**config.mk**
```make
export PLATFORM = sky130hd
export DESIGN_NAME = repl_refill_ctrl
export DESIGN_NICKNAME = d
export VERILOG_FILES = /design/src/rtl/repl_refill_pkg.sv /design/src/rtl/repl_refill_ctrl_burst_cnt.sv /design/src/rtl/repl_refill_ctrl.sv
export SDC_FILE = /design/constraint.sdc
export NUM_CORES = 1
export LEC_CHECK = 0
export CAP_MARGIN = 10
export CORE_AREA = 2 2 191 193
export DETAILED_ROUTE_END_ITERATION = 8
export DIE_AREA = 0 0 193 195
export MAX_ROUTING_LAYER = met4
export PLACE_DENSITY = 0.75
export SETUP_SLACK_MARGIN = 0.3
export SYNTH_ARGS = -nofsm -noshare
export SYNTH_HDL_FRONTEND = slang
export SYNTH_SLANG_ARGS = --single-unit
```
**constraint.sdc**
```tcl
create_clock -name clk -period 2.71 [get_ports clk]
set_clock_uncertainty 0.2 [all_clocks]
set_input_delay 0.813 -clock clk [delete_from_list [all_inputs] [get_ports clk]]
set_output_delay 0.813 -clock clk [all_outputs]
set_load 0.005 [all_outputs]
```
**src/rtl/repl_refill_pkg.sv**
```systemverilog
// Shared types and width helpers for the miss-handling / refill controller.
//   refill_state_t : controller FSM states
//   way_w()        : index width for a given associativity (min 1 bit)
//   word_w()       : word-offset width for a given line length (min 1 bit)
package repl_refill_pkg;

    typedef enum logic [2:0] {
        IDLE,
        LATCH,
        WB,
        RD_REQ,
        REFILL,
        DONE
    } refill_state_t;

    function automatic int way_w(input int ways);
        return (ways < 2) ? 1 : $clog2(ways);
    endfunction

    function automatic int word_w(input int words);
        return (words < 2) ? 1 : $clog2(words);
    endfunction

endpackage

```
**src/rtl/repl_refill_ctrl_burst_cnt.sv**
```systemverilog
// Beat counter shared by the write-back and refill phases.
//   clk, rst_n : clock, synchronous active-low reset
//   clr        : return count to 0 (wins over inc)
//   inc        : advance by one, wrapping modulo LINE_WORDS
//   count      : current word offset
//   last       : count is at the final word of the line
module burst_cnt
    import repl_refill_pkg::*;
#(
    parameter int LINE_WORDS = 8
) (
    input  logic                          clk,
    input  logic                          rst_n,
    input  logic                          clr,
    input  logic                          inc,
    output logic [word_w(LINE_WORDS)-1:0] count,
    output logic                          last
);

    localparam int CNT_W = word_w(LINE_WORDS);

    // LINE_WORDS is a power of two, so natural overflow is the wrap.
    always_ff @(posedge clk) begin
        if (!rst_n || clr) begin
            count <= '0;
        end else if (inc) begin
            count <= count + 1'b1;
        end
    end

    assign last = (count == CNT_W'(LINE_WORDS - 1));

endmodule

```
**src/rtl/repl_refill_ctrl.sv**
```systemverilog
// Cache miss-handling controller: latches the policy's victim way, writes it
// back when dirty, refills it from memory, then pulses a policy update.
//   miss_req/miss_addr/miss_ack          : miss request from the cache
//   repl_index/repl_access/repl_update   : replacement-policy interface
//   victim_dirty/victim_tag/victim_line  : state of the victim way
//   wb_*                                 : write-back beat stream
//   rd_*                                 : refill read request
//   mem_rvalid/mem_rdata/mem_rlast       : refill data beats
//   fill_*                               : data-array write port
module repl_refill_ctrl
    import repl_refill_pkg::*;
#(
    parameter int SET_ASSOC  = 4,
    parameter int LINE_WORDS = 8,
    parameter int DATA_WIDTH = 32,
    parameter int ADDR_WIDTH = 32,
    parameter int TAG_WIDTH  = 20
) (
    input  logic                             clk,
    input  logic                             rst_n,
    input  logic                             miss_req,
    input  logic [ADDR_WIDTH-1:0]            miss_addr,
    output logic                             miss_ack,
    input  logic [$clog2(SET_ASSOC)-1:0]     repl_index,
    output logic [SET_ASSOC-1:0]             repl_access,
    output logic                             repl_update,
    input  logic                             victim_dirty,
    input  logic [TAG_WIDTH-1:0]             victim_tag,
    input  logic [LINE_WORDS*DATA_WIDTH-1:0] victim_line,
    output logic                             wb_valid,
    input  logic                             wb_ready,
    output logic [ADDR_WIDTH-1:0]            wb_addr,
    output logic [DATA_WIDTH-1:0]            wb_data,
    output logic                             wb_last,
    output logic                             rd_valid,
    input  logic                             rd_ready,
    output logic [ADDR_WIDTH-1:0]            rd_addr,
    input  logic                             mem_rvalid,
    input  logic [DATA_WIDTH-1:0]            mem_rdata,
    input  logic                             mem_rlast,
    output logic                             fill_we,
    output logic [$clog2(SET_ASSOC)-1:0]     fill_way,
    output logic [$clog2(LINE_WORDS)-1:0]    fill_word,
    output logic [DATA_WIDTH-1:0]            fill_data
);

    localparam int WAY_W  = way_w(SET_ASSOC);
    localparam int WORD_W = word_w(LINE_WORDS);
    localparam int OFF_W  = $clog2(LINE_WORDS * DATA_WIDTH / 8);
    localparam int IDX_W  = ADDR_WIDTH - TAG_WIDTH - OFF_W;

    refill_state_t                   state;
    logic [ADDR_WIDTH-1:OFF_W]       addr_q;
    logic [WAY_W-1:0]                way_q;
    logic [TAG_WIDTH-1:0]            tag_q;
    logic [LINE_WORDS*DATA_WIDTH-1:0] line_q;

    logic              cnt_clr;
    logic              cnt_inc;
    logic              cnt_last;
    logic [WORD_W-1:0] cnt;

    // Byte offset within the line never reaches memory.
    logic unused_offset;
    assign unused_offset = ^miss_addr[OFF_W-1:0];

    // Write-back advances on accepted beats, refill on every returned beat.
    assign cnt_inc = ((state == WB) && wb_ready) || ((state == REFILL) && mem_rvalid);
    // Cleared on entry to a transaction and after it, so a truncated refill
    // does not leave a stale offset behind.
    assign cnt_clr = (state == LATCH) || (state == DONE);

    burst_cnt #(
        .LINE_WORDS(LINE_WORDS)
    ) u_burst_cnt (
        .clk  (clk),
        .rst_n(rst_n),
        .clr  (cnt_clr),
        .inc  (cnt_inc),
        .count(cnt),
        .last (cnt_last)
    );

    // Miss address is captured on acceptance so a requester that drops
    // miss_req mid-transaction cannot disturb the addresses; the victim
    // way state is captured in LATCH and never looked at again.
    always_ff @(posedge clk) begin
        if (!rst_n) begin
            state       <= IDLE;
            addr_q      <= '0;
            way_q       <= '0;
            tag_q       <= '0;
            line_q      <= '0;
            wb_valid    <= 1'b0;
            rd_valid    <= 1'b0;
            repl_update <= 1'b0;
            miss_ack    <= 1'b0;
            repl_access <= '0;
        end else begin
            case (state)
                IDLE: begin
                    if (miss_req) begin
                        addr_q <= miss_addr[ADDR_WIDTH-1:OFF_W];
                        state  <= LATCH;
                    end
                end
                LATCH: begin
                    way_q  <= repl_index;
                    tag_q  <= victim_tag;
                    line_q <= victim_line;
                    if (victim_dirty) begin
                        state    <= WB;
                        wb_valid <= 1'b1;
                    end else begin
                        state    <= RD_REQ;
                        rd_valid <= 1'b1;
                    end
                end
                WB: begin
                    if (wb_ready && cnt_last) begin
                        state    <= RD_REQ;
                        wb_valid <= 1'b0;
                        rd_valid <= 1'b1;
                    end
                end
                RD_REQ: begin
                    if (rd_ready) begin
                        state    <= REFILL;
                        rd_valid <= 1'b0;
                    end
                end
                REFILL: begin
                    if (mem_rvalid && mem_rlast) begin
                        state       <= DONE;
                        repl_update <= 1'b1;
                        miss_ack    <= 1'b1;
                        repl_access <= SET_ASSOC'(1) << way_q;
                    end
                end
                DONE: begin
                    state       <= IDLE;
                    repl_update <= 1'b0;
                    miss_ack    <= 1'b0;
                    repl_access <= '0;
                end
                default: state <= IDLE;
            endcase
        end
    end

    assign wb_addr = {tag_q, addr_q[OFF_W +: IDX_W], {OFF_W{1'b0}}};
    assign wb_data = wb_valid ? line_q[int'(cnt)*DATA_WIDTH +: DATA_WIDTH] : '0;
    assign wb_last = wb_valid && cnt_last;
    assign rd_addr = {addr_q, {OFF_W{1'b0}}};

    // Refill beats are written straight through in the cycle they arrive.
    assign fill_we   = (state == REFILL) && mem_rvalid;
    assign fill_way  = way_q;
    assign fill_word = cnt;
    assign fill_data = fill_we ? mem_rdata : '0;

endmodule

```
* Yosys cells after proc, flatten, opt, wreduce, memory -nomap -nowiden *
Cells that the tools add are included.

word-level totals
  memory bits (writable) = 0
  logic and storage cells = 62
  input bits = 350
  bits in latches = 0
  memories kept = 0
  bits in read-only memories = 0
  output and inout bits = 143
  bits in registers = 318

operators by class
  eq/ne operators = 12
  magnitude comparators = 0
  reductions and logical operators = 18
  mux-type cells = 19
  bitwise logic cells = 0
  multiply operators = 0
  $add $sub $neg = 1
  shift-type cells = 2
  divide/modulo/power cells = 0

operators with widths
  operator               count
  $shiftx A256 B9 Y32    1
  $mux W32               2
  $pmux W3 S5            1
  $mux W3                4
  $eq A3 B3 Y1 const B   3
  $ne A2 B2 Y1 const B   4
  $pmux W4 S2            1
  $reduce_and A4 Y1      2
  $mux W1                7
  $eq A3 B2 Y1 const B   2
  $logic_and A1 B1 Y1    5
  $mux W4                1
  $ne A2 B1 Y1 const B   2
  $pmux W1 S2            2
  $reduce_and A2 Y1      2
  $reduce_bool A2 Y1     2
  $shl A1 B2 Y4 const A  1
  $add A3 B1 Y3 const B  1
  $eq A3 B1 Y1 const B   1
  $logic_not A3 Y1       1
  $logic_or A1 B1 Y1     3
  $pmux W1 S3            1
  $reduce_and A3 Y1      1
  $reduce_bool A3 Y1     1
  $logic_not A1 Y1       1

* Logic depth before layout (Yosys ltp) *
Gate-level depths: netlist of run 1.

  depth in word-level cells = 4
  depth in mapped cells = 6
  mapped depth without buffers = 6

* Hierarchy *
A second synthesis of run 1 with hierarchy kept.

second synthesis, totals
  cell total of the unflattened synthesis = 1574
  area, all modules = 13296.5 sq um

by module, submodules not included
  module            area each (sq um)  times used  cells an instance
  repl_refill_ctrl  13165.1            1           1562
  burst_cnt         131.4              1           12

* Least setup slack after synthesis of run 1 *
No wires, ideal clock.

  path type = register to output
  start point = register u_burst_cnt.count[0]
  end point = output port wb_data[14]
  buffers on the path = 2
  arrival = 1.685 ns
  cell stages (with the launch flop) = 5
  required time = 1.697 ns
  setup slack = 0.012 ns
  cell sequence = dfxtp_1 > buf_2 > buf_2 > mux4_2 > a22o_1

on the way
  longest elaborated chain between the ends = 2

ends and longest elaborated chain
  item                    line                              text
  start, declared         repl_refill_ctrl_burst_cnt.sv:16  output logic [word_w(LINE_WORDS)-1:0] count,
  start signal, assigned  repl_refill_ctrl_burst_cnt.sv:27  count <= count + 1'b1;
  $shiftx A256 B9 Y32     repl_refill_ctrl.sv:152           assign wb_data = wb_valid ? line_q[int'(cnt)*DATA_WIDTH +: DATA_WIDTH] : '0;
  $mux W32                repl_refill_ctrl.sv:152
  end, declared           repl_refill_ctrl.sv:33            output logic [DATA_WIDTH-1:0] wb_data,

Every way passes these cells.

* Worst setup path after layout of run 1 *
  start point = register u_burst_cnt.count[0]
  end point = output port wb_data[0]

Same word-level chain as after synthesis.

==> impl_results.md, run 1 <==
* # setup viols final at 66
* Share of post-route cells with drive strength above 1 at 17.55%
* Reg2Reg Launch Point: u_burst_cnt.count[0]$_SDFFE_PP0P_
* Row count at 69
* Layout area overhead at 58.63%
* Worst reg-to-reg path cell count at 11
* Slew Viols, Final at 0
* CP Data Required Time at 1.70 ns
* Worst-Skew Late Latency at 0.51 ns
* Status: finished with violations
* Worst setup path endpoint: wb_data[0]
* Yosys warning count at 0
* Max clock buf depth at 3
* Worst Hold Class: reg2reg
* Final period util at 121.1%
* Power after layout at 13.71 mW
* Commonest non-fill, non-tap cell in the layout: nand2_1
* Most frequent cells in the layout: nand2_1 (613), clkdlybuf4s50_1 (367), a21oi_1 (312)
* Worst-margin pin slew at 0.5499 ns
* Drt pass-1 iters at 5
* Post-synthesis sequential area ratio at 48.28%
* Netlist cell types at 33
* CP Cell Sequence: buf_12 > buf_12 > buf_16 > mux4_2 > a22o_1 > buf_2
* H-Tree Depth at 2
* Max-cap viol count at 0
* Grt total ovfl at 0
* Gpl congestion at 0.9175
* Die H at 195 um
* DRT iter0 DRCs at 763
* Pre-CTS setup slack at -0.6984 ns
* Via count at 13.13k
* Critical path class: reg2out
* Per-cell routed wire length at 19.31 um
* Routed wire length at 49490 um
* Peak VDD IR at 0.4267 mV
* Max FO, Critical Path at 7
* Max Freq at 304.8 MHz
* I/O Pins at 493
* Post-cts hold buffer count at 0
* Unrepaired setup endpoints after global routing: yes
* Most used flip-flop cell after synthesis: dfxtp_1
* Max stage delay cell, worst path: mux4_2
* Post-synth top area share at 48.28%
* CTS Root Cell: clkbuf_16
* Die Span X at 193 um
* CP dominant cell by count: buf_12
* CTS Sinks at 318
* Syn_area_per_cell at 8.414 sq um
* Pwr dens at 655.7 nW/um^2
* DRC viols at 0
* First-pass GRT wire length at 72370 um
* Clock buffer count from CTS at 36
* Largest stage delay, worst path at 0.60 ns
* Die area at 37640 sq um
* Detail Route Antenna Nets at 0
* GRT Util Overall at 25.98%
* Worst Setup Start Kind: flip-flop
* Static Leak at 8.203 nW
* PortBufs at 477
* # nets final at 2421
* Vias in the first global route at 12.59k
* Syn Inst Count at 1567
* Fin crit period at 3.281 ns
* Hold Path Stages at 2
* CTS clk-pin slew, worst paths at 0.06 ns
* Initial antenna violation count at 9
* Cell taking the most area after synthesis: dfxtp_1
* Slew HR at 63.34%
* Failing checks: negative setup slack
* Synth top area cells: dfxtp_1 (48%), nand2_1 (17%), a21oi_1 (12%), mux4_2 (11%), a22o_1 (2.3%)
* R2r setup slk at 0.48 ns
* Asr flop ratio synth at 0%
* Initial Utilization at 37.25%
* Final worst slack at -0.5710 ns
* Setup crit end kind: output port
* Crit path launch: u_burst_cnt.count[0]$_SDFFE_PP0P_
* #FFs+latches synth at 318
* Final HPWL DP at 34280 um
* WP data arrival at 2.27 ns
* R2r endpoint: rd_valid$_SDFFE_PN0P_
* Final hold slack at 0.2496 ns
* Fin util at 59.09%
* Synth Cell Area at 13190 sq um
* Largest net degree at the start of global routing at 124
* Core footprint at 35400 sq um
* CTS tree: done
* Via density at 5.124
* Hold Vio Cnt, Final at 0
* Number of synthesized flops with an enable pin at 0
-- registers in the layout, summed over array words and instances (netlist names) --
register           count
addr_q                27
line_q               256
repl_access            4
repl_update            1
tag_q                 20
state                  3
u_burst_cnt.count      3
wb_valid               1
fill_way               2
rd_valid               1
-- per-layer routing --
metal	global-route usage (%)	vias up	wire length (um)
li1	-	6243	-
met1	34.42	6229	21480
met2	37.90	524	21930
met3	5.715	131	3772
met4	11.64	0	2297
met5	-	-	0
-- Yosys cell counts, types with 2 or more instances --
cell type  number
ha_1            2
nand3_1         2
a31oi_1         2
o21ai_0         2
buf_2          58
nand2_1       614
a22o_1         34
inv_1           3
a21o_1          2
mux4_2         64
buf_4          19
and2_1         34
nor2_1          9
dfxtp_1       318
nor2b_1         3
o221a_2         2
and3_1          3
buf_1           4
nand3b_1        3
a21oi_1       312
clkbuf_1       64
mux2i_1         2
-- how the worst min path moves through the flow --
stage	start	to	slack, ns
detailed placement	line_q[213]$_SDFFE_PN0N_	line_q[213]$_SDFFE_PN0N_	0.24
finish	line_q[213]$_SDFFE_PN0N_	line_q[213]$_SDFFE_PN0N_	0.25
CTS	line_q[213]$_SDFFE_PN0N_	line_q[213]$_SDFFE_PN0N_	0.25
global placement	line_q[224]$_SDFFE_PN0N_	line_q[224]$_SDFFE_PN0N_	0.24
global route	line_q[242]$_SDFFE_PN0N_	line_q[242]$_SDFFE_PN0N_	0.26
floorplan	line_q[192]$_SDFFE_PN0N_	line_q[192]$_SDFFE_PN0N_	0.23
-- worst max-delay path: cells and delay by family (launching register included) --
family,cells,cell delay (ns)
buf+inv,4,0.51
compound gates,1,0.24
mux,1,0.60
flops,1,0.40
-- layout make-up --
type | count | area (sq um)
clock inverter | 5 | 67.56
timing repair buffer | 600 | 6426
multi-input combinational | 1110 | 6280
antenna | 10 | 25.02
inverter | 3 | 18.77
fill | 3019 | 14480
clock buffer | 55 | 1126
sequential | 318 | 6395
tap | 461 | 576.8
-- per-stage QoR --
step | std cells | cell area [sq um] | TNS, ns
floorplan | 1576 | 13290 | 0
global placement | 2411 | 18530 | -30.43
detailed placement | 2411 | 18530 | -30.61
CTS | 2543 | 20640 | -22.30
global route | 2561 | 20910 | -25.50
finish | 2562 | 20920 | -22.31
-- report_power, final --
part | internal [mW] | total [mW] | switching, mW
Clock | 2.96 | 4.87 | 1.91
Sequential | 5.26 | 5.56 | 0.309
Combinational | 1.61 | 3.28 | 1.67
-- cell families (layout without fill, tap and decap cells) --
group | after synthesis | count (layout) | synth area share [%]
muxes | 66 | 66 | 11.08
xor gates and xnor gates | 1 | 1 | 0.06644
buffers and inverters | 148 | 663 | 5.305
adders and majority gates | 2 | 2 | 0.1898
DFF | 318 | 318 | 48.28
AOI/OAI and AO/OA | 357 | 357 | 14.75
and+or+nand+nor | 674 | 674 | 20.30
other | 1 | 20 | 0.02844
-- repair_timing --
item	CTS	global route
endpoints found under the hold margin	0	0
pin swaps	41	26
buffers inserted	65	9
setup endpoints to repair	100	87
cloned	7	0
gates resized for setup	428	50
Note: power is estimated with default switching activity, not from simulation.
==> run 2, diff against run 1 <==
--- a/config.mk
+++ b/config.mk
@@ -10,7 +10,7 @@
 export DETAILED_ROUTE_END_ITERATION = 8
 export DIE_AREA = 0 0 193 195
 export MAX_ROUTING_LAYER = met4
-export PLACE_DENSITY = 0.75
+export PLACE_DENSITY = 0.71
 export SETUP_SLACK_MARGIN = 0.3
 export SYNTH_ARGS = -nofsm -noshare
 export SYNTH_HDL_FRONTEND = slang
==> run 2 against run 1 <==
  * The flow still finishes with violations (negative setup slack)
  * Non-clock buffer count is 14 lower
  * Sequential power is essentially flat
  * Die area unchanged
  * Core utilization down 1.0 points
  * Register-to-register slack improved by 0.23 ns
  * Setup slack gained 0.043 ns
  * Clock power down 5.7%
  * Flip-flop and latch count is the same
  * Global-route usage decreased by 0.45 points
  * Sequential share of layout area grew 0.59 points
  * Highest routed layer unchanged
==> impl_results.md, run 2 (synthesis gave the netlist of run 1 again) <==
* Gpl congestion at 0.8989
* Largest Register: line_q
* Max FO, Critical Path at 7
* # nets final at 2406
* Max FFs per register at 256
* WP data arrival at 2.23 ns
* Fillers at 3109
* Peak VDD IR at 0.3942 mV
* Final period util at 119.5%
* GRT Util Overall at 25.53%
* CTS Root Cell: clkbuf_16
* Finished Cell Area at 20550 sq um
* Multi-input gate area at 6274 sq um
* Grt total ovfl at 0
* Final hold slack at 0.2497 ns
* Per-cell routed wire length at 19.03 um
* Placed Cells at 2413
* Post-DP Area at 18460 sq um
* Die Span X at 193 um
* CP Data Required Time at 1.70 ns
* R2r endpoint: line_q[215]$_SDFFE_PN0N_
* Commonest non-fill, non-tap cell in the layout: nand2_1
* Final HPWL DP at 33510 um
* I/O Pins at 493
* Row count at 69
* Drt pass-1 iters at 5
* Pwr dens at 649.4 nW/um^2
* First-pass GRT wire length at 71770 um
* Worst Setup Start Kind: flip-flop
* Sequential cell area at 6404 sq um
* Most frequent cells in the layout: nand2_1 (613), clkdlybuf4s50_1 (369), a21oi_1 (312)
* DRT iter0 DRCs at 648
* PortBufs at 477
* Layout Cells excl Fill at 2545
* Routed wire length at 48430 um
* Initial Utilization at 37.25%
* DRC viols at 0
* Slew Viols, Final at 0
* Final worst slack at -0.5281 ns
* Worst-Skew Late Latency at 0.51 ns
* Setup TNS at -16.71 ns
* Via density at 5.078
* Worst Hold Path EP: line_q[62]$_SDFFE_PN0N_
* Reg2Reg Launch Point: state[0]$_SDFFE_PN0P_
* Die area at 37640 sq um
* Worst-margin pin slew at 0.6776 ns
* Detail Route Antenna Nets at 0
* Hold Vio Cnt, Final at 0
* Clock buffer count from CTS at 35
* CTS tree: done
* Via count at 12.92k
* Critical path class: reg2out
* Worst reg-to-reg path cell count at 7
* R2r setup slk at 0.71 ns
* Layout area overhead at 55.83%
* Hold Path Stages at 2
* Slew HR at 54.83%
* Power after layout at 13.34 mW
* Max clock buf depth at 3
* CTS clk-pin slew, worst paths at 0.05 ns
* Max Freq at 308.8 MHz
* # setup viols final at 51
* Die H at 195 um
* CTS Sinks at 318
* Worst Hold Class: reg2reg
* Core footprint at 35400 sq um
* Initial antenna violation count at 8
* Fin crit period at 3.238 ns
* Vias in the first global route at 12.64k
* Failing checks: negative setup slack
* Share of post-route cells with drive strength above 1 at 17.00%
* Biggest regs: line_q (256), addr_q (27), tag_q (20)
* Hold_sp: line_q[62]$_SDFFE_PN0N_
* Status: finished with violations
* Unrepaired setup endpoints after global routing: yes
* Static Leak at 7.974 nW
* Largest net degree at the start of global routing at 150
* Max-cap viol count at 0
* H-Tree Depth at 2
* Setup crit end kind: output port
[run 2: worst max path at each step]
stage	end	start	slack, ns
floorplan	fill_data[10]	mem_rvalid	0.25
global placement	fill_data[0]	mem_rvalid	-0.64
detailed placement	fill_data[16]	mem_rvalid	-0.69
CTS	wb_data[23]	u_burst_cnt.count[0]$_SDFFE_PP0P_	-0.57
global route	wb_data[23]	u_burst_cnt.count[0]$_SDFFE_PP0P_	-0.61
finish	wb_data[23]	u_burst_cnt.count[0]$_SDFFE_PP0P_	-0.53
[run 2: report_power, final]
part | total [mW] | switching [mW] | internal (mW)
Sequential | 5.56 | 0.303 | 5.26
Combinational | 3.20 | 1.66 | 1.53
Clock | 4.59 | 1.88 | 2.70
Total | 13.3 | 3.85 | 9.50
[run 2: metrics by stage]
stage               worst slack (ns)  utilization (%)
finish                       -0.5281            58.05
global route                 -0.6066            58.05
CTS                          -0.5701            57.48
detailed placement           -0.6886            52.14
global placement             -0.6435            52.14
floorplan                     0.2504                -
[run 2: routing by layer]
layer / GRT usage (%) / part of all wire [%] / up-vias / wire length (um)
met1: 34.51 / 44 / 6165 / 21400
met2: 37.51 / 45 / 456 / 21800
met5: - / 0 / - / 0
li1: - / - / 6203 / -
met4: 9.792 / 3.8 / 0 / 1836
met3: 5.248 / 7.0 / 100 / 3388
[run 2: area by class of cell]
class,instances,area share (%)
clock buffers,49,4.762
repair buffers,586,30.01
well taps,461,2.807
diodes,8,0.09744
clock inverters,10,0.5298
flip-flops and latches,318,31.17
inverters,3,0.09135
multi-input cells,1110,30.53
[run 2: what timing repair did]
| action | 4_1_cts | 5_1_grt |
|---|---|---|
| hold buffers | 0 | 0 |
| endpoints found under the setup margin | 104 | 84 |
| resized for setup | 442 | 27 |
| gates cloned | 9 | 0 |
| setup buffers | 44 | 12 |
| pin swaps | 57 | 11 |
[run 2: critical path, cell delays in order (launching register included)]
cell and delay (ns):
dfxtp_4 0.39, buf_12 0.14, buf_12 0.11, buf_16 0.11, buf_6 0.09, mux4_2 0.50, a22o_1 0.24, buf_2 0.14
